File: src/rtl/nor_reduce_pipe_pkg.sv
// rtl/nor_reduce_pipe_pkg.sv - shared op encodings and tree-geometry helpers for nor_reduce_pipe
package nor_reduce_pkg;

  localparam logic [1:0] OP_NOR  = 2'b00;
  localparam logic [1:0] OP_OR   = 2'b01;
  localparam logic [1:0] OP_NAND = 2'b10;
  localparam logic [1:0] OP_AND  = 2'b11;

  // Width of the vector after j tree levels (j=0 is the raw input).
  function automatic int level_width(input int n, input int k, input int j);
    int w;
    w = n;
    for (int i = 0; i < j; i++) begin
      w = (w + k - 1) / k;
    end
    return w;
  endfunction

  // Number of tree levels; a 1-bit input still gets one registered level.
  function automatic int clog_k(input int n, input int k);
    int w;
    int l;
    w = n;
    l = 0;
    while (w > 1) begin
      w = (w + k - 1) / k;
      l++;
    end
    if (l < 1) l = 1;
    return l;
  endfunction

  // Bit offset of level j inside a bus that concatenates levels 0..j-1.
  function automatic int level_offset(input int n, input int k, input int j);
    int off;
    off = 0;
    for (int i = 0; i < j; i++) begin
      off += level_width(n, k, i);
    end
    return off;
  endfunction

  // AND-family ops reduce with AND and pad with 1; OR-family with OR and pad with 0.
  function automatic logic op_is_and(input logic [1:0] op);
    logic r;
    case (op)
      OP_NOR:  r = 1'b0;
      OP_OR:   r = 1'b0;
      OP_NAND: r = 1'b1;
      OP_AND:  r = 1'b1;
      default: r = 1'b0;
    endcase
    return r;
  endfunction

  // Inverting ops flip the result, but only at the final level.
  function automatic logic op_inverts(input logic [1:0] op);
    logic r;
    case (op)
      OP_NOR:  r = 1'b1;
      OP_OR:   r = 1'b0;
      OP_NAND: r = 1'b1;
      OP_AND:  r = 1'b0;
      default: r = 1'b0;
    endcase
    return r;
  endfunction

endpackage

File: src/rtl/nor_reduce_pipe_level.sv
// rtl/nor_reduce_pipe_level.sv - one registered, elastic K-ary reduction level
//
// Ports:
//   clk, rst            clock, synchronous active-high reset
//   in_valid/in_ready   upstream handshake; in_ready = !valid_q | move
//   in_data[IN_W]       vector from the previous level
//   in_op[2]            op travelling with in_data
//   out_valid/out_ready downstream handshake
//   out_data[ceil(IN_W/K)] group-reduced vector
//   out_op[2]           op travelling with out_data
module reduce_level
  import nor_reduce_pkg::*;
#(
  parameter int IN_W = 7,
  parameter int K    = 4,
  parameter bit LAST = 1'b1
) (
  input  logic                          clk,
  input  logic                          rst,
  input  logic                          in_valid,
  output logic                          in_ready,
  input  logic [IN_W-1:0]               in_data,
  input  logic [1:0]                    in_op,
  output logic                          out_valid,
  input  logic                          out_ready,
  output logic [((IN_W+K-1)/K)-1:0]     out_data,
  output logic [1:0]                    out_op
);

  localparam int OUT_W = (IN_W + K - 1) / K;
  localparam int PAD_W = OUT_W * K;

  logic             valid_q, valid_d;
  logic [1:0]       op_q, op_d;
  logic [OUT_W-1:0] data_q, data_d;

  logic             and_mode;
  logic [PAD_W-1:0] padded;
  logic [OUT_W-1:0] reduced;
  logic             load;

  // Pad the ragged top group with the op's identity so it reduces like a full group.
  always_comb begin
    and_mode = op_is_and(in_op);
    padded   = {PAD_W{and_mode}};
    padded[IN_W-1:0] = in_data;
    reduced  = '0;
    for (int g = 0; g < OUT_W; g++) begin
      reduced[g] = and_mode ? (&padded[g*K +: K]) : (|padded[g*K +: K]);
      if (LAST && op_inverts(in_op)) begin
        reduced[g] = ~reduced[g];
      end
    end
  end

  // Empty, or emptying this cycle, means we can take a new item.
  assign in_ready = !valid_q || out_ready;
  // Data/op only capture on a real transfer, so idle X never enters the pipe.
  assign load     = in_valid && in_ready;

  always_comb begin
    valid_d = valid_q;
    op_d    = op_q;
    data_d  = data_q;
    if (in_ready) begin
      valid_d = in_valid;
    end
    if (load) begin
      op_d   = in_op;
      data_d = reduced;
    end
  end

  always_ff @(posedge clk) begin
    if (rst) begin
      valid_q <= 1'b0;
      op_q    <= 2'b00;
      data_q  <= '0;
    end else begin
      valid_q <= valid_d;
      op_q    <= op_d;
      data_q  <= data_d;
    end
  end

  assign out_valid = valid_q;
  assign out_op    = op_q;
  assign out_data  = data_q;

endmodule

File: src/rtl/nor_reduce_pipe.sv
// rtl/nor_reduce_pipe.sv - pipelined N-bit NOR/OR/NAND/AND reduction tree with valid/ready
//
// Ports:
//   clk, rst             clock, synchronous active-high reset
//   in_valid/in_ready    input handshake
//   in_data[N]           vector to reduce
//   in_op[2]             00 NOR, 01 OR, 10 NAND, 11 AND
//   out_valid/out_ready  output handshake
//   out_data             reduction result
//   out_op[2]            op that produced out_data
module nor_reduce_pipe
  import nor_reduce_pkg::*;
#(
  parameter int N = 7,
  parameter int K = 4
) (
  input  logic         clk,
  input  logic         rst,
  input  logic         in_valid,
  output logic         in_ready,
  input  logic [N-1:0] in_data,
  input  logic [1:0]   in_op,
  output logic         out_valid,
  input  logic         out_ready,
  output logic         out_data,
  output logic [1:0]   out_op
);

  localparam int L     = clog_k(N, K);
  localparam int BUS_W = level_offset(N, K, L + 1);

  // Every level's vector lives in one concatenated bus; level 0 is in_data.
  logic [BUS_W-1:0] lvl_data;
  logic [L:0]       lvl_valid;
  logic [L:0]       lvl_ready;
  logic [2*L+1:0]   lvl_op;

  assign lvl_data[N-1:0] = in_data;
  assign lvl_op[1:0]     = in_op;
  assign lvl_valid[0]    = in_valid;
  assign lvl_ready[L]    = out_ready;
  assign in_ready        = lvl_ready[0];

  // Ready ripples combinationally from out_ready back to in_ready so a full
  // pipe can accept and drain on the same edge.
  for (genvar j = 1; j <= L; j++) begin : g_level
    localparam int IW      = level_width(N, K, j - 1);
    localparam int OW      = level_width(N, K, j);
    localparam int OFF_IN  = level_offset(N, K, j - 1);
    localparam int OFF_OUT = level_offset(N, K, j);

    reduce_level #(
      .IN_W (IW),
      .K    (K),
      .LAST (j == L)
    ) u_level (
      .clk       (clk),
      .rst       (rst),
      .in_valid  (lvl_valid[j-1]),
      .in_ready  (lvl_ready[j-1]),
      .in_data   (lvl_data[OFF_IN +: IW]),
      .in_op     (lvl_op[2*(j-1) +: 2]),
      .out_valid (lvl_valid[j]),
      .out_ready (lvl_ready[j]),
      .out_data  (lvl_data[OFF_OUT +: OW]),
      .out_op    (lvl_op[2*j +: 2])
    );
  end

  assign out_valid = lvl_valid[L];
  assign out_data  = lvl_data[level_offset(N, K, L)];
  assign out_op    = lvl_op[2*L +: 2];

endmodule

File: config.mk
export PLATFORM = sky130hd
export DESIGN_NAME = nor_reduce_pipe
export DESIGN_NICKNAME = d
export VERILOG_FILES = /design/src/rtl/nor_reduce_pipe_pkg.sv /design/src/rtl/nor_reduce_pipe_level.sv /design/src/rtl/nor_reduce_pipe.sv
export SDC_FILE = /design/constraint.sdc
export NUM_CORES = 1
export LEC_CHECK = 0
export CAP_MARGIN = 20
export CORE_AREA = 3 3 40 42
export CTS_BUF_LIST = sky130_fd_sc_hd__clkbuf_4
export CTS_CLUSTER_SIZE = 8
export DETAILED_ROUTE_END_ITERATION = 8
export DIE_AREA = 0 0 43 45
export MAX_ROUTING_LAYER = met4
export PLACE_DENSITY_LB_ADDON = 0.08
export SLEW_MARGIN = 20
export SYNTH_ARGS = -nofsm -noshare
export SYNTH_HDL_FRONTEND = slang
export SYNTH_SLANG_ARGS = --single-unit
File: constraint.sdc
create_clock -name clk -period 1.45 [get_ports clk]
set_clock_uncertainty 0.1 [all_clocks]
set_input_delay 0.145 -clock clk [delete_from_list [all_inputs] [get_ports clk]]
set_output_delay 0.145 -clock clk [all_outputs]
set_load 0.005 [all_outputs]
==> flow_metrics.tcl, run 1 <==
set metrics [dict create \
    status "finished, final reports clean" \
    holdWs_ns 0.334 \
    synth_edf_count 0 \
    ir_worst_vdd_uv 280 \
    ys_seq_elements 9 \
    tightest_slew_ns 0.285 \
    final_nets 91 \
    cp.required_ns 1.21 \
    cts_hold_buf 0 \
    grt_overflow 0 \
    grt_max_degree 6 \
    finish.utilization_pct 54.1 \
    power_frac_clock_pct 35.1 \
    num_vias 483 \
    finalSetupViolCount 0 \
    dieWidth_um 43 \
    cts_max_path_buffers 2 \
    seq_area_um2 180 \
    syn2layout_area_growth_pct 61.2 \
    syn_nets 63 \
    cpPeakStageDelay_ns 0.37 \
    postPlaceCellArea_um2 668 \
    fin_crit_sh_pct 95.2 \
    n_fill_cell 142 \
    yosysSeqAreaShare_pct 41.7 \
    initial_core_util_pct 33.6 \
    fp.dieH_um 45 \
    crit_type "reg -> out" \
    dr.pass1.iters 2 \
    postRouteAntennaNets 0 \
    combPwrFrac_pct 18.0 \
    synthCells 50 \
    r2r_start "g_level[2].u_level.out_valid" \
    drv_cap 0 \
    synth_cell_types 21 \
    cp_num_buf_inv 2 \
    ys.warnings.count 0 \
    critPathTopFamily "flip-flops" \
    power_w 0.000577 \
    avgSynthCellArea_um2 8.63 \
    start_kind "flip-flop" \
    clk_pin_slew_ns 0.06 \
    synthesis.area_um2 432 \
    grt_pass1_wl_um 1840 \
    worst_setup_path_end_kind "output pin" \
    yosys_most_used_dff "dfxtp_1" \
    pwr-share-seq_pct 46.9 \
    rsz0062_at_grt "false" \
    p_sw_w 0.000126 \
    synth-async-reset-ratio_pct 0 \
    multi_input_area_um2 230 \
    core_area_um2 1280 \
    place_congestion 0.761 \
    num_io_pins 18 \
    viasPerCell 5.25 \
    min_period_ns 1.38 \
    htree_num_levels 1 \
    cpMaxStageDelayCell "dfxtp_1" \
    hp-class "in -> reg" \
    clock_latency_ns 0.25 \
    drive_above_1_share_pct 22.1 \
    cts-resized-gates 2 \
    worstPathArrival_ns 1.14 \
    cts_buffers 3 \
    drt_wl_total_um 1050 \
    cts_root_buffer "clkbuf_4" \
    cts_sinks 9 \
    fmax_mhz 724 \
    wire_per_inst_um 11.4 \
    die-area_um2 1940 \
    p_leak_nw 0.262 \
    r2r_setup_slack_ns 0.24 \
    cp_max_fo 4 \
    hold_viol 0 \
    portBuffers 17 \
    powerDensity_nw_per_um2 829 \
    path_cells "and3b_4, clkinv_2, dlygate4sd2_1" \
    slew_violations 0 \
    cts_tree "built" \
    setup_ws_ns 0.0696 \
    drc 0 \
    hold_path.startpoint "out_ready" \
    drt-initial-drc-count 2 \
    grt_pass1_vias 466 \
    rows 13 \
    internal-power_w 0.000451 \
    antenna_found_initial 0 \
    finish.instance_area_um2 696 \
    switching_share_pct 21.8 \
    antennaDiodeCount 0 \
    max_slew_margin_pct 80.7 \
    startpoint "g_level[2].u_level.out_valid" \
    hpwl_um 900 \
    track_usage_pct 12.6 \
    dp_slack_ns -0.175 \
    cts_setup_buffers 0 \
]
[stage by stage]
step                      instances  TNS, ns
after detailed placement         88   -0.311
after global routing             92        0
after global placement           88   -0.332
after floorplan                  50        0
final                            92        0
after CTS                        92        0
[cells by family (layout without fill, tap and decap cells)]
| logic type | count (synthesis) | in the layout | synth area share [%] |
|---|---|---|---|
| DFF | 9 | 9 | 41.7 |
| buffers and inverters | 5 | 32 | 4.93 |
| AOI/OAI and AO/OA | 23 | 23 | 34.5 |
| and+or+nand+nor | 13 | 13 | 18.8 |
[synth_stat cells, types with 2 or more instances]
| master | number | share of area, % |
|---|---|---|
| nor2_1 | 2 | 1.7 |
| dfxtp_1 | 9 | 42 |
| o21ai_0 | 7 | 8.1 |
| inv_1 | 3 | 2.6 |
| o2111ai_1 | 2 | 4.1 |
| nor2b_1 | 2 | 2.9 |
| a21oi_1 | 8 | 9.3 |
| nand3_1 | 4 | 4.6 |
[power groups by stage]
| stage | registers [W] | logic, W | clock network [W] |
|---|---|---|---|
| floorplan | 0.000275 | 0.0000390 | 0 |
| global placement | 0.000276 | 0.000104 | 0 |
| detailed placement | 0.000276 | 0.000106 | 0 |
| CTS | 0.000271 | 0.000105 | 0.000209 |
| global route | 0.000272 | 0.000114 | 0.000224 |
| finish | 0.000270 | 0.000104 | 0.000203 |
[worst min-delay path, cell delays in order]
cell	delay [ns]
dlygate4sd2_1	0.22
nor2b_1	0.07
o21ai_0	0.14
a21oi_1	0.06
[cells in the final DEF, fill, tap and decap left out, drive strengths merged, types with 2 or more instances in the layout]
cell           Yosys  layout
buf                1       7
dfxtp              9       9
nor2               2       2
o21ai              7       7
a21oi              8       8
inv                3       3
nand3              4       4
nor2b              2       2
clkbuf             0       4
clkdlybuf4s50      0      15
a211oi             2       2
dlygate4sd2        0       2
o2111ai            2       2
[per-layer routing]
metal / wire, um / part of all wire (%) / vias to the layer above / GRT usage [%]
li1: - / - / 239 / -
met1: 461 / 44 / 225 / 14.0
met2: 506 / 48 / 17 / 20.7
met3: 79 / 7.5 / 2 / 3.98
met4: 5 / 0.47 / 0 / 6.02
met5: 0 / 0 / - / -
[final timing paths]
check / end / cells past startpoint
hold / removal: g_level[2].u_level.out_op[0] / 4
hold reg to reg: g_level[2].u_level.out_op[0] / 2
setup reg to reg: g_level[1].u_level.out_data[0] / 5
setup / recovery: in_ready / 3
[registers in the layout, summed over array words and instances, names as in the netlist]
| name | count |
|---|---|
| g_level.u_level.out_valid | 2 |
| g_level.u_level.out_op | 4 |
| g_level.u_level.out_data | 3 |
[cell type report]
cell class,instances,share of cell area (%)
Clock buffer,4,4.32
Timing Repair Buffer,24,31.7
Tap cell,15,2.70
Inverter,4,2.34
Multi-Input combinational cell,36,33.1
Sequential cell,9,25.9
Note: power is estimated with default switching activity, not from simulation.
==> run 2: changes to the inputs <==
--- a/config.mk
+++ b/config.mk
@@ -5,6 +5,7 @@
 export SDC_FILE = /design/constraint.sdc
 export NUM_CORES = 1
 export LEC_CHECK = 0
+export ABC_CLOCK_PERIOD_IN_PS = 1450
 export CAP_MARGIN = 20
 export CORE_AREA = 3 3 40 42
 export CTS_BUF_LIST = sky130_fd_sc_hd__clkbuf_4
==> results of run 2 <==
No change in the layout: final DEF, timing and power equal those of run 1.
==> run 3: changes to the inputs <==
--- a/config.mk
+++ b/config.mk
@@ -13,7 +13,7 @@
 export DETAILED_ROUTE_END_ITERATION = 8
 export DIE_AREA = 0 0 43 45
 export MAX_ROUTING_LAYER = met4
-export PLACE_DENSITY_LB_ADDON = 0.08
+export PLACE_DENSITY_LB_ADDON = 0.05
 export SLEW_MARGIN = 20
 export SYNTH_ARGS = -nofsm -noshare
 export SYNTH_HDL_FRONTEND = slang
==> flow_metrics.tcl, run 3 (synthesis results as in run 1) <==
set metrics [dict create \
    clock_latency_ns 0.25 \
    switching_share_pct 22.1 \
    hpwl_um 821 \
    min_period_ns 1.35 \
    rows 13 \
    grt_overflow 0 \
    fp.dieH_um 45 \
    worstPathArrival_ns 1.11 \
    final_nets 90 \
    syn2layout_area_growth_pct 60.6 \
    ir_worst_vdd_uv 365 \
    portBuffers 17 \
    cts_sinks 9 \
    dieWidth_um 43 \
    wire_per_inst_um 11.0 \
    cp.required_ns 1.21 \
    status "finished, final reports clean" \
    worst_setup_path_end_kind "output pin" \
    dp_slack_ns -0.171 \
    num_vias 452 \
    critPathTopFamily "flip-flops" \
    dr.pass1.iters 2 \
    hp-class "in -> reg" \
    cts_root_buffer "clkbuf_4" \
    drv_cap 0 \
    final_common_cell "clkdlybuf4s50_1" \
    setup_ws_ns 0.0995 \
    initial_core_util_pct 33.6 \
    fmax_mhz 740 \
    drt-initial-drc-count 11 \
    drt_wl_total_um 1000 \
    fin_crit_sh_pct 93.1 \
    powerDensity_nw_per_um2 835 \
    place_congestion 0.724 \
    cts_setup_buffers 0 \
    power_w 0.000579 \
    p_leak_nw 0.266 \
    grt_max_degree 7 \
    internal-power_w 0.000451 \
    track_usage_pct 12.7 \
    htree_num_levels 1 \
    core_area_um2 1280 \
    finalSetupViolCount 0 \
    cp_max_fo 4 \
    rsz0062_at_grt "false" \
    max_slew_margin_pct 82.4 \
    grt_pass1_wl_um 1790 \
    cpMaxStageDelayCell "dfxtp_2" \
    viasPerCell 4.97 \
    path_cells "and3b_4, clkinv_2, dlygate4sd2_1" \
    crit_type "reg -> out" \
    num_io_pins 18 \
    antennaDiodeCount 0 \
    cts_tree "built" \
    cts_buffers 3 \
    drive_above_1_share_pct 22.4 \
    tightest_slew_ns 0.261 \
    final_cell_mix "15 x clkdlybuf4s50_1, 8 x a21oi_1, 8 x dfxtp_1" \
    pwr-share-seq_pct 46.8 \
    antenna_found_initial 0 \
    hold_viol 0 \
    die-area_um2 1940 \
    clk_pin_slew_ns 0.06 \
    largest_reg_flops 4 \
    cts_max_path_buffers 2 \
    drc 0 \
    p_sw_w 0.000128 \
    combPwrFrac_pct 17.6 \
    slew_violations 0 \
    cpPeakStageDelay_ns 0.35 \
    power_frac_clock_pct 35.7 \
    cp_num_buf_inv 2 \
    postRouteAntennaNets 0 \
    start_kind "flip-flop" \
    grt_pass1_vias 465 \
]
run 3: cell types whose count changed in the layout (fill, tap and decap cells not counted):
cell            delta
dfxtp_2            +1
dlymetal6s2s_1     +1
dfxtp_1            -1
buf_4              -1
dlygate4sd2_1      -1
run 3: cell type report:
class,count,area [um2]
fillers,128,592
clock buffers,4,30.0
flip-flops and latches,9,181
inverters,4,16.3
multi-input cells,36,230
well taps,15,18.8
repair buffers,23,216
run 3: final timing paths:
| path | start | to | slack, ns | depth (start not counted) |
|---|---|---|---|---|
| setup / recovery | g_level[2].u_level.out_valid | in_ready | 0.1 | 3 |
| hold / removal | out_ready | g_level[2].u_level.out_op[0] | 0.23 | 4 |
| setup reg to reg | g_level[2].u_level.out_valid | g_level[1].u_level.out_data[0] | 0.29 | 5 |
| hold reg to reg | g_level[2].u_level.out_op[0] | g_level[2].u_level.out_op[0] | 0.37 | 2 |
run 3: layer usage:
layer / vias up / wire (um) / share of wire [%] / GRT usage, %
li1: 240 / - / - / -
met1: 192 / 453 / 45 / 13.5
met2: 18 / 448 / 45 / 21.0
met3: 2 / 95 / 9.5 / 3.98
met4: 0 / 6 / 0.60 / 7.23
met5: - / 0 / 0 / -
run 3: stage by stage:
stage               std cells  area, um2  hold slack [ns]  utilization (%)  TNS, ns
global placement           87        661            0.371             51.4   -0.318
floorplan                  50        432            0.193                -        0
CTS                        91        689            0.351             53.7        0
detailed placement         87        661            0.368             51.4   -0.284
global route               91        693            0.309             53.9        0
finish                     91        693            0.231             53.9        0
run 3: power by group through the flow:
stage	clock network [W]	registers [W]	logic (W)
after floorplan	0	0.000275	0.0000390
after global placement	0	0.000276	0.000102
after detailed placement	0	0.000276	0.000102
after CTS	0.000213	0.000270	0.000103
after global routing	0.000230	0.000273	0.000113
final	0.000206	0.000271	0.000102
run 3: worst min-delay path, delay by kind of cell:
family,cells,cell delay [ns]
simple gates,1,0.07
buf+inv,1,0.11
compound gates,2,0.21
run 3: timing repair:
item | 4_1_cts | 5_1_grt
gates resized for setup | 1 | 2
hold buffers | 0 | 0
setup endpoints to repair | 1 | 2
